$ cat src/rtl/jclk_stepper_if.sv
// Control and clock-phase bundle between the stepper and the CPU datapath.
// The master drives halt/resume; the slave (the stepper) drives the phase outputs.
interface jclk_stepper_if #(
  parameter int N = 6
) ();
  logic         whalt;
  logic         wgo;
  logic         wclko;
  logic         wclkd;
  logic         wclke;
  logic         wclks;
  logic [N-1:0] bsteps;
  logic         wrun;
  logic         wlast;

  modport master (
    output whalt, wgo,
    input  wclko, wclkd, wclke, wclks, bsteps, wrun, wlast
  );

  modport slave (
    input  whalt, wgo,
    output wclko, wclkd, wclke, wclks, bsteps, wrun, wlast
  );
endinterface

$ cat src/rtl/jclk_stepper.sv
// Four-phase CPU clock generator with an N-step one-hot instruction stepper,
// a halt-at-end-of-instruction request and a resume pulse.
//
//   state   | meaning
//   RUN     | phases advance every wclk, steps advance when leaving phase 3
//   HALTED  | all strobes low, phase/step frozen at P0/step 1, waits for wgo
module jclk_stepper #(
  parameter int N = 6
) (
  input  logic            wclk,
  input  logic            wreset,
  jclk_stepper_if.slave   bus
);

  typedef enum logic {RUN = 1'b0, HALTED = 1'b1} mode_t;

  localparam logic [N-1:0] STEP1 = {{(N-1){1'b0}}, 1'b1};

  mode_t        mode, mode_nx;
  logic [1:0]   phase, phase_nx;
  logic [N-1:0] step, step_nx;
  logic         hold, hold_nx;
  logic         rst_q;

  logic         run_nx;
  logic         clk_nx, clkd_nx;

  // rst_q marks the first cycle after reset: state stays at P0/step 1 so the
  // cycle following release is a full P0 with the enable strobe asserted.
  always_comb begin
    mode_nx  = mode;
    phase_nx = phase;
    step_nx  = step;
    hold_nx  = hold;
    if (mode == HALTED) begin
      if (bus.wgo) begin
        mode_nx  = RUN;
        phase_nx = 2'd0;
        step_nx  = STEP1;
      end
    end else if (rst_q) begin
      hold_nx = hold | bus.whalt;
    end else begin
      phase_nx = phase + 2'd1;
      hold_nx  = hold | bus.whalt;
      if (phase == 2'd3) begin
        if (step[N-1] && (hold || bus.whalt)) begin
          mode_nx  = HALTED;
          phase_nx = 2'd0;
          step_nx  = STEP1;
          hold_nx  = 1'b0;
        end else begin
          step_nx = {step[N-2:0], step[N-1]};
        end
      end
    end
  end

  // Outputs are decoded from next state and registered, so they depend on
  // whalt/wgo only through flops.
  always_comb begin
    run_nx  = (mode_nx == RUN);
    clk_nx  = run_nx && (phase_nx == 2'd0 || phase_nx == 2'd1);
    clkd_nx = run_nx && (phase_nx == 2'd1 || phase_nx == 2'd2);
  end

  always_ff @(posedge wclk) begin
    if (wreset) begin
      mode       <= RUN;
      phase      <= 2'd0;
      step       <= STEP1;
      hold       <= 1'b0;
      rst_q      <= 1'b1;
      bus.wclko  <= 1'b1;
      bus.wclkd  <= 1'b0;
      bus.wclke  <= 1'b0;
      bus.wclks  <= 1'b0;
      bus.wlast  <= 1'b0;
      bus.wrun   <= 1'b1;
      bus.bsteps <= STEP1;
    end else begin
      mode       <= mode_nx;
      phase      <= phase_nx;
      step       <= step_nx;
      hold       <= hold_nx;
      rst_q      <= 1'b0;
      bus.wclko  <= clk_nx;
      bus.wclkd  <= clkd_nx;
      bus.wclke  <= clk_nx | clkd_nx;
      bus.wclks  <= clk_nx & clkd_nx;
      bus.wlast  <= run_nx && (phase_nx == 2'd3) && step_nx[N-1];
      bus.wrun   <= run_nx;
      bus.bsteps <= run_nx ? step_nx : '0;
    end
  end

endmodule

$ cat src/flat_wrapper.sv
// flat-port wrapper written by rule: the top's interface ports become plain ports
module jclk_stepper_flat 
#(
  parameter int N = 6
)
  (wclk, wreset, bus_whalt, bus_wgo, bus_wclko, bus_wclkd, bus_wclke, bus_wclks, bus_bsteps, bus_wrun, bus_wlast);
  jclk_stepper_if #(.N(N)) bus_i ();
  input  logic wclk;
  input  logic wreset;
  input wire logic [$bits(bus_i.whalt)-1:0] bus_whalt;
  input wire logic [$bits(bus_i.wgo)-1:0] bus_wgo;
  output wire logic [$bits(bus_i.wclko)-1:0] bus_wclko;
  output wire logic [$bits(bus_i.wclkd)-1:0] bus_wclkd;
  output wire logic [$bits(bus_i.wclke)-1:0] bus_wclke;
  output wire logic [$bits(bus_i.wclks)-1:0] bus_wclks;
  output wire logic [$bits(bus_i.bsteps)-1:0] bus_bsteps;
  output wire logic [$bits(bus_i.wrun)-1:0] bus_wrun;
  output wire logic [$bits(bus_i.wlast)-1:0] bus_wlast;
  assign bus_i.whalt = bus_whalt;
  assign bus_i.wgo = bus_wgo;
  assign bus_wclko = bus_i.wclko;
  assign bus_wclkd = bus_i.wclkd;
  assign bus_wclke = bus_i.wclke;
  assign bus_wclks = bus_i.wclks;
  assign bus_bsteps = bus_i.bsteps;
  assign bus_wrun = bus_i.wrun;
  assign bus_wlast = bus_i.wlast;
  jclk_stepper #(.N(N)) u_core (.wclk(wclk), .wreset(wreset), .bus(bus_i));
endmodule
$ cat config.mk
export PLATFORM = sky130hd
export DESIGN_NAME = jclk_stepper_flat
export DESIGN_NICKNAME = d
export VERILOG_FILES = /design/src/rtl/jclk_stepper_if.sv /design/src/rtl/jclk_stepper.sv /design/src/flat_wrapper.sv
export SDC_FILE = /design/constraint.sdc
export NUM_CORES = 1
export LEC_CHECK = 0
export ABC_AREA = 1
export CAP_MARGIN = 10
export CORE_MARGIN = 3
export CORE_UTILIZATION = 28
export CTS_CLUSTER_DIAMETER = 200
export DETAILED_ROUTE_END_ITERATION = 7
export DONT_BUFFER_PORTS = 1
export PLACE_DENSITY = 0.49
export SYNTH_ARGS = -nofsm -noshare
export SYNTH_HDL_FRONTEND = slang
export SYNTH_SLANG_ARGS = --single-unit
$ cat constraint.sdc
create_clock -name wclk -period 1.4 [get_ports wclk]
set_input_delay 0.42 -clock wclk [delete_from_list [all_inputs] [get_ports wclk]]
set_output_delay 0.42 -clock wclk [all_outputs]
set_load 0.02 [all_outputs]
# Yosys cells after proc, flatten, opt, wreduce, memory -nomap -nowiden
# Index checks and enable logic that the tools add are counted.
# totals
memories,0
ramBits,0
reg_bits,23
mem_bits_ro,0
output_inout_bits,12
latchBits,0
# op_classes
reduce_logical,10
add_sub_neg,1
n_bitwise,4
eq_ne,4
n_mul,0
n_lt_le_gt_ge,0
n_shift,0
div,0
n_mux,20
# ops
op,n
6-bit two-way mux,5
1-bit two-way mux,10
2-bit two-way mux,5
2-bit equality test (second input constant),3
1-bit logical AND,5
1-bit logical OR,3
2-bit by 1-bit adder with 2-bit output (second input constant),1
2-bit by 1-bit equality test with 1-bit output (second input constant),1
2-bit zero test,1
1-bit OR,2
2-bit OR reduction,1
1-bit AND,1
1-bit inverter,1

# Logic depth before layout (Yosys ltp)
# logic_depth
depth_word,10
ltp_mapped,9

# Worst setup path after synthesis
# OpenSTA, ideal clock, no wires.
# synth_path
kind,register to register
start,reg u_core.phase[0]
end,reg u_core.bus.wclke
required_time_ps,1274
n_path_buf,0
setup_slack_ps,81
t_arrival_ps,1193
path_stages_with_launch,7
period_less_slack_ps,1319
cell_sequence,dfxtp_1 > ha_1 > inv_1 > o21ai_2 > ha_1 > inv_1 > a21oi_1
# synth_between
elab_chain_cells,9
word_cells_on_any_way,19
cone_classes,1 x add/sub; 3 x eq/ne; 8 x mux; 2 x bitwise; 5 x reduce/logical
# synth_rtl
element,line,rtl
start: declaration,jclk_stepper.sv:20,"logic [1:0] phase, phase_nx;"
start signal: assignment,jclk_stepper.sv:83,phase <= phase_nx;
2-bit by 1-bit adder with 2-bit output,jclk_stepper.sv:44,phase_nx = phase + 2'd1;
2-bit two-way mux,jclk_stepper.sv:47,if (step[N-1] && (hold || bus.whalt)) begin
2-bit two-way mux *,jclk_stepper.sv:46,if (phase == 2'd3) begin
2-bit two-way mux *,jclk_stepper.sv:41,end else if (rst_q) begin
2-bit two-way mux *,jclk_stepper.sv:35,if (mode == HALTED) begin
named net u_core.phase_nx[1],jclk_stepper.sv:20,
2-bit by 1-bit equality test with 1-bit output (tied with other cells),"jclk_stepper.sv:63, jclk_stepper.sv:64",
1-bit logical OR (on tied branches),"jclk_stepper.sv:63, jclk_stepper.sv:64",
1-bit logical AND (on tied branches),"jclk_stepper.sv:63, jclk_stepper.sv:64",
1-bit OR *,jclk_stepper.sv:89,bus.wclke <= clk_nx | clkd_nx;
end signal: assignment,jclk_stepper.sv:89,
end: declaration,jclk_stepper_if.sv:23,"output wclko, wclkd, wclke, wclks, bsteps, wrun, wlast"
# The timed path passes the listed nets; every way through them passes the cells marked *.
# A chain may end at the register's enable or synchronous reset.

# Worst setup path in the final report
# Same ends and word-level chain as after synthesis.

==> run metrics <==
mapped cell area=896 sq um; final net count=123; Fillers=334; delay-heaviest family, CP=adder cells; max frequency=0.756 GHz; Die Wd=62.6 microns; Max Slew Vio Count=0; Psw=285 uW; synth cell count leaders=nand2_1, dfxtp_1, a21oi_1; largest net degree at the start of global routing=15; post-synth top area share=0.514; total grt overflow=0; Synth Area in Compound Gates=0.113; detailed placement HPWL=1.20 mm; cell breakdown of the critical path=ha_1, inv_2, o21ai_2, ha_1, inv_2, a21oi_1; P_leak=0.000423 uW; Layout Cells excl Fill=158; Root Driver=clkbuf_4; CP Capture Type=flop; synth top area cells=dfxtp_1, nand2_1, a21oi_1, inv_1, nor2_1; # IOs=16; VDD IR-drop max=0.676 mV; synth-to-layout area growth=12.0%; row count=19; Post-Synth Adder-Cell Area=0.0279; Reg2Reg Depth=6; Die Height=62.6 microns; Via density=4.15; yosys warns=0; Power Internal=824 uW; first-pass detailed-route iteration total=4; Power Density=1110 mW/mm^2; die area=0.00391 sq mm; Seq/Total Area, Yosys=0.514; Setup Total Neg Slack=0 ns; Post-Synthesis Cells=110; syn_nets=116; ANT cells=0; Sink Count=23; 1st-iter DRT viols=19; initial antenna violation count=0; CP arrival=1.55 ns; Clock Skew=0.00840 ns; CP Depth=6; Net Sw Frac=0.257; first-pass GRT wire length=2.60 mm; hold path depth=0; Tmin final=1.32 ns; Critical-path top delay cell=dfxtp_2; vias in the first global route=586; CP bufs+invs=2; Critical Path Start Type=flop; Async S/R FF share, synth=0; core area=0.00290 sq mm; slew at the pin with the worst max-slew slack=0.214 ns; DRT Wirelength=1.57 mm; count of port buffers added during placement=0; total CTS buffers=3; Syn Area/Cell=8.14 sq um; MaxCap Viol Count=0; Clock power frac=0.280; Synth Flop Type=dfxtp_1; max incr delay on CP=0.36 ns; Worst Path Required=1.62 ns; Cell variety after synth=20; Final Setup Violations=0; Max H-tree Level=1; CP Class=reg2reg; worst-path fanout max=3; status=finished clean; clk_lat worst skew=0.31 ns; Slew HR=0.857; Final Hold Fails=0; Reg power frac=0.645; initial core utilization=0.309; CTS tree=built; Placed Instances=154; WL/cell=9.96 microns; via count=656; total global-route track usage=0.0847; combinational family with the most area after synthesis=simple AND/OR/NAND/NOR gates; mux cell area share after synthesis=0; Comb power frac=0.075; DRC=0; Clock Pin Slew Worst Setup and Hold Paths=0.13 ns; Final GP Congestion=0.772; EDFF count, synth=0; HP Class=in2reg; Synth area leader=dfxtp_1; WHS=0.118 ns; fin area=0.00100 sq mm; Synth Area in Simple Gates=0.277; Placed Area=966 sq um; RSZ-0062 raised after global routing=true; share of cells above drive strength 1=0.241; number of setup buffers added after CTS=0; Post-DRT Antenna Nets=0; Synth Register Bits=23; post-route clock period utilization=0.945; post-synthesis xor/xnor area fraction=0; cell with the most instances after synthesis=nand2_1; CTS max path bufs=2
==> area by class of cell <==
type	instances	area, sq um	share of cell area
sequential	23	463	0.461
multi-input combinational	71	379	0.378
inverter	15	56.3	0.0561
tap	42	52.6	0.0524
clock buffer	3	22.5	0.0224
timing repair buffer	3	22.5	0.0224
clock inverter	1	7.51	0.00748
==> stage by stage <==
step	setup WS (ns)	utilization	total power, uW
after global placement	0.106	0.333	803
after detailed placement	0.0730	0.333	805
after global routing	-0.000236	0.346	1180
after floorplan	0.0815	-	789
final	0.0772	0.346	1110
after CTS	0.0338	0.343	1120
==> per-layer routing <==
layer / up-vias / global-route usage / share of wire
li1: 356 / - / -
met1: 283 / 0.0973 / 0.47
met2: 15 / 0.132 / 0.46
met3: 2 / 0.0450 / 0.060
met4: 0 / 0.0331 / 0.0095
met5: - / 0 / 0
==> flip-flops by register name, summed over array words and instances (netlist names) <==
signal,flops
u_core.step,6
u_core.bus.wclke,1
u_core.bus.wclks,1
u_core.bus.wclkd,1
u_core.bus.wlast,1
u_core.phase,2
u_core.rst_q,1
u_core.hold,1
u_core.bus.bsteps,6
u_core.mode,1
u_core.bus.wrun,1
u_core.bus.wclko,1
==> logic make-up (layout without fill, tap and decap cells) <==
kind of cell | count (synthesis) | count (layout)
simple gates | 51 | 51
flops | 23 | 23
compound gates | 18 | 18
buf+inv | 16 | 22
fa+ha+maj | 2 | 2
==> worst paths after layout <==
path,from,to,slack [ns]
worst max-delay path,u_core.phase[0]$_SDFF_PP0_,u_core.bus.wclke$_SDFF_PP0_,0.08
worst min-delay path,wreset,u_core.rst_q$_DFF_P_,0.12
worst max register to register,u_core.phase[0]$_SDFF_PP0_,u_core.bus.wclke$_SDFF_PP0_,0.08
worst min register to register,u_core.hold$_SDFFE_PP0N_,u_core.hold$_SDFFE_PP0N_,0.49
==> cell usage in the layout (no fill, tap or decap) <==
cell type / count
a21oi_1: 13
a21oi_2: 1
and2_1: 1
buf_4: 3
clkbuf_4: 3
clkinvlp_4: 1
dfxtp_1: 21
dfxtp_2: 2
ha_1: 2
inv_1: 8
inv_2: 7
nand2_1: 30
nand2_2: 1
nand2_4: 2
nand3_1: 4
nand3_2: 2
nor2_1: 7
nor2_2: 1
nor2_4: 2
nor3_2: 1
o21ai_0: 1
o21ai_1: 1
o21ai_2: 2
==> power groups by stage <==
stage / combinational (uW) / sequential, uW / clock (uW)
global placement: 74.2 / 729 / 0
detailed placement: 76.9 / 728 / 0
global route: 95.9 / 718 / 362
floorplan: 63.9 / 725 / 0
CTS: 77.6 / 714 / 328
finish: 83.1 / 715 / 311
==> what timing repair did <==
action,CTS,global route
gates resized for setup,0,5
hold buffers,0,0
setup endpoints to repair,0,5
Power figures use the tool's default switching activity.
